==> config.mk <==
export PLATFORM = sky130hd
export DESIGN_NAME = bootstrap_memory_copier
export DESIGN_NICKNAME = d
export VERILOG_FILES = /design/src/rtl/bootstrap_memory_copier.sv
export SDC_FILE = /design/constraint.sdc
export NUM_CORES = 1
export LEC_CHECK = 0
export ABC_CLOCK_PERIOD_IN_PS = 1800
export CAP_MARGIN = 20
export CORE_UTILIZATION = 48
export DETAILED_ROUTE_END_ITERATION = 8
export PLACE_DENSITY_LB_ADDON = 0.3
export SLEW_MARGIN = 5
export SYNTH_ARGS = -nofsm -noshare
export SYNTH_HDL_FRONTEND = slang
export SYNTH_SLANG_ARGS = --single-unit
export TNS_END_PERCENT = 1
==> constraint.sdc <==
create_clock -name clock -period 1.8 [get_ports clock]
set_clock_uncertainty 0.05 [all_clocks]
set_input_delay 0.27 -clock clock [delete_from_list [all_inputs] [get_ports clock]]
set_output_delay 0.27 -clock clock [all_outputs]
set_load 0.01 [all_outputs]
==> src/rtl/bootstrap_memory_copier.sv <==
// Boot-time copy engine: walks every EEPROM address, strobing RAM to capture the
// byte the EEPROM drives onto the shared data bus, then parks with done high.
module bootstrap_memory_copier #(
  parameter int EEPROM_ADDRESS_BUS_WIDTH = 13
) (
  input  logic        clock,
  input  logic        reset_n,
  output logic [15:0] address,
  output logic        ram_we_n,
  output logic        ram_cs_n,
  output logic        eeprom_oe_n,
  output logic        eeprom_cs_n,
  output logic        done
);

  localparam int W = EEPROM_ADDRESS_BUS_WIDTH;

  typedef enum logic [2:0] {
    IDLE,
    SETUP,
    WRITE,
    HOLD,
    NEXT,
    DONE
  } state_t;

  state_t         state, state_nx;
  logic [W-1:0]   count, count_nx;
  logic [15:0]    address_nx;
  logic           ram_we_nx, ram_cs_nx, eeprom_oe_nx, eeprom_cs_nx, done_nx;

  // Outputs are decoded from the *next* state and registered alongside it, so
  // every bus/strobe line comes straight out of a flop with no decode glitches.
  always_comb begin
    // NOTE: every signal gets a default before the case so no path leaves one
    // unassigned, which would otherwise infer a latch.
    state_nx     = state;
    count_nx     = count;
    address_nx   = '0;
    ram_we_nx    = 1'b1;
    ram_cs_nx    = 1'b1;
    eeprom_oe_nx = 1'b1;
    eeprom_cs_nx = 1'b1;
    done_nx      = 1'b0;

    case (state)
      IDLE:  begin
        state_nx = SETUP;
        count_nx = '0;
      end
      SETUP: state_nx = WRITE;
      WRITE: state_nx = HOLD;
      HOLD:  state_nx = NEXT;
      NEXT:  begin
        if (count == '1) begin
          state_nx = DONE;
        end else begin
          state_nx = SETUP;
          count_nx = count + W'(1);
        end
      end
      DONE:    state_nx = DONE;
      default: state_nx = IDLE;
    endcase

    case (state_nx)
      SETUP: begin
        address_nx   = 16'(count_nx);
        eeprom_cs_nx = 1'b0;
        eeprom_oe_nx = 1'b0;
      end
      WRITE: begin
        address_nx   = 16'(count_nx);
        eeprom_cs_nx = 1'b0;
        eeprom_oe_nx = 1'b0;
        ram_cs_nx    = 1'b0;
        ram_we_nx    = 1'b0;
      end
      // WE has risen but both chips stay selected so RAM sees stable data past the edge.
      HOLD: begin
        address_nx   = 16'(count_nx);
        eeprom_cs_nx = 1'b0;
        eeprom_oe_nx = 1'b0;
        ram_cs_nx    = 1'b0;
      end
      NEXT:    address_nx = 16'(count_nx);
      DONE:    done_nx    = 1'b1;
      default: ;
    endcase
  end

  // NOTE: state flops use non-blocking assignments so all registers update
  // together from values sampled at the same edge.
  always_ff @(posedge clock) begin
    if (!reset_n) begin
      state       <= IDLE;
      count       <= '0;
      address     <= '0;
      ram_we_n    <= 1'b1;
      ram_cs_n    <= 1'b1;
      eeprom_oe_n <= 1'b1;
      eeprom_cs_n <= 1'b1;
      done        <= 1'b0;
    end else begin
      state       <= state_nx;
      count       <= count_nx;
      address     <= address_nx;
      ram_we_n    <= ram_we_nx;
      ram_cs_n    <= ram_cs_nx;
      eeprom_oe_n <= eeprom_oe_nx;
      eeprom_cs_n <= eeprom_cs_nx;
      done        <= done_nx;
    end
  end

endmodule

==> flow_summary.toml <==
[cts]
clkTransAtPathRegs_ps = 100
cts_inserted_buffers = 5
numClockSinks = 33
cts_tree = "done"
h-tree-depth = 2
cts_root_buf = "clkbuf_4"
clk_path_buf_depth = 2
cts_setup_buffers = 0
clk_latency_ps = 330

[cells_and_area]
nFillCells = 266
multi_input_area_um2 = 874.6
diodes = 0
ff_latch_area_um2 = 663.1
fin_area_um2 = 2041
final_cell_mix = "31 x dfxtp_1, 22 x buf_4, 19 x clkdlybuf4s50_1, 14 x nand3_1, 11 x nor2_1"
layout-drive-gt1-share_pct = 19.20
layout_commonest_cell = "dfxtp_1"
syn2layout_area_growth_pct = 24.03
final_net_count = 226
utilization_pct = 64.72

[global_route]
grt_max_degree = 19
overflow = 0
antenna_found_initial = 0
grtUsageTotal_pct = 24.19
grt_pass1_wl_mm = 6.561
grt_pass1_vias = 1512

[timing]
post-route-period-util_pct = 96.61
slew_violations = 0
fmax_mhz = 575.1
rsz0062_at_grt = "yes"
setup_ws_ps = 61.06
setup_viol = 0
finalCriticalPeriod_ps = 1739
finalHoldViolations = 0
whs_ps = 476.9

[setup_path]
reg2reg_depth = 4
slowest_delay_ps = 660
critPathTopFamily = "simple AND/OR/NAND/NOR gates"
worstSetupPathType = "reg -> reg"
crit_fanout = 10
worstPathArrival_ps = 1890
slowest_stage = "or4_4"
crit_buf_inv = 0
worstSetupStartpointType = "flip-flop"
path_cells = "nand3_1 > or4_4 > a31oi_1 > a311oi_1"
rr_startpoint = "count[6]$_SDFF_PN0_"
rrSetupSlack_ps = 60
r2r-end = "address[9]$_SDFF_PN0_"
crit_path_end_kind = "flip-flop"
crit_required_ps = 1950

[logic_synthesis]
ys_warn_count = 0
synthCells = 191
synth_flop_cell = "dfxtp_1"
yosys.cell_types.count = 47
ys_ff_latch = 33
synth_edf_count = 0
ys_seq_area_share_pct = 40.15
syn_area_um2 = 1645
avgSynthCellArea_um2 = 8.614
async_flop_share_pct = 0

[hold_path]
hold_depth = 2
hold_path.class = "reg -> reg"
hold_start = "count[9]$_SDFF_PN0_"
holdPathEnd = "count[9]$_SDFF_PN0_"

[detailed_routing]
drc = 0
drtPass1Iterations = 4
drtAntennaViolNets = 0
drt_iter0_markers = 97
drt-wirelength-per-cell_um = 14.57
vias = 1591
routed_wl_mm = 3.905
vias_per_cell = 5.937

[die]
dieArea_um2 = 3666
pin_count = 23
die_width_um = 60.55
core-area_um2 = 3153
start_util_pct = 52.18
rows = 20
fp.dieH_um = 60.55

[pwr]
p_comb_share_pct = 17.7
seqPwrFrac_pct = 51.3
p_clk_share_pct = 31.1
power.leakage_nw = 0.7240
powerDensity_nw_per_um2 = 731.4
p_sw_share_pct = 27.30
p_int_mw = 1.085
p_switching_mw = 0.4075
peakVddDrop_uv = 463.8

[status]
outcome = "finished clean"

[job]
cap_violations = 0

[placement]
portBuffers = 19
place_congestion = 0.9187
pre_cts_slack_ps = -67.48
place_area_um2 = 1953
hpwl_mm = 2.803
-- layout make-up --
cell class | count | area share [%]
multi-input cells | 138 | 42.86
flip-flops and latches | 33 | 32.50
repair buffers | 42 | 17.96
clock buffers | 7 | 3.188
well taps | 44 | 2.698
inverters | 3 | 0.5518
clock inverters | 1 | 0.2452
-- synth_stat cells (6+ instances only) --
cell type  count  area (µm²)
nand3_1       14       70.07
and3_1         6       37.54
o21ai_1        6       30.03
o211ai_1       6       45.04
nor2_1        11       41.29
a21oi_1       10       50.05
clkbuf_1       8       30.03
dfxtp_1       33       660.6
or4_1          6       45.04
nand2_1       10       37.54
-- sequential cells by signal (all words and copies together) (netlist names) --
register and count:
ram_we_n 1, state 3, count 13, address 13, done 1, ram_cs_n 1
eeprom_cs_n 1
-- kinds of logic after synthesis --
group / Yosys count / share of synthesized area (%)
simple gates: 79 / 28.44
compound gates: 53 / 21.52
flops: 33 / 40.15
buf+inv: 22 / 7.832
xor+xnor: 2 / 1.065
fa+ha+maj: 1 / 0.7603
other cells: 1 / 0.2279
-- repair_timing --
item | in CTS | in global routing
endpoints found under the setup margin | 2 | 19
gates resized for setup | 1 | 5
hold buffers | 0 | 0
pin swaps | 1 | 1
-- worst max path at each step --
stage	from	endpoint	slack (ps)	cells after the start
2_1_floorplan	count[1]$_SDFF_PN0_	address[9]$_SDFF_PN0_	20	6
3_3_place_gp	reset_n	address[2]$_SDFF_PN0_	-30	6
3_5_place_dp	reset_n	address[2]$_SDFF_PN0_	-70	6
4_1_cts	count[0]$_SDFF_PN0_	address[9]$_SDFF_PN0_	50	5
5_1_grt	count[6]$_SDFF_PN0_	address[9]$_SDFF_PN0_	-20	4
6_report	count[6]$_SDFF_PN0_	address[9]$_SDFF_PN0_	60	4
-- routing by layer --
metal / vias up / GRT usage, % / share of wire [%]
li1: 781 / - / -
met1: 739 / 30.09 / 44
met2: 56 / 37.83 / 47
met3: 15 / 7.676 / 6.2
met4: 0 / 12.01 / 2.9
met5: - / 0 / 0
-- tightest hold or removal path, stage by stage, from the launching register on --
cell and delay [ps]:
dfxtp_1 360, o41ai_1 70, a21oi_1 50
-- power by group through the flow --
stage,Clock [mW],Sequential [mW],Combinational [mW]
after global routing,0.509,0.768,0.285
after CTS,0.478,0.766,0.259
after floorplan,0,0.785,0.158
after global placement,0,0.781,0.254
after detailed placement,0,0.783,0.258
final,0.464,0.765,0.263
-- through the flow --
| step | setup TNS (ps) | cells | power [mW] |
|---|---|---|---|
| after global routing | -25.08 | 268 | 1.563 |
| after global placement | -26.00 | 260 | 1.035 |
| final | 0 | 268 | 1.493 |
| after CTS | 0 | 268 | 1.503 |
| after floorplan | 0 | 193 | 0.9436 |
| after detailed placement | -130.7 | 260 | 1.041 |
Note: power is estimated with default switching activity, not from simulation.
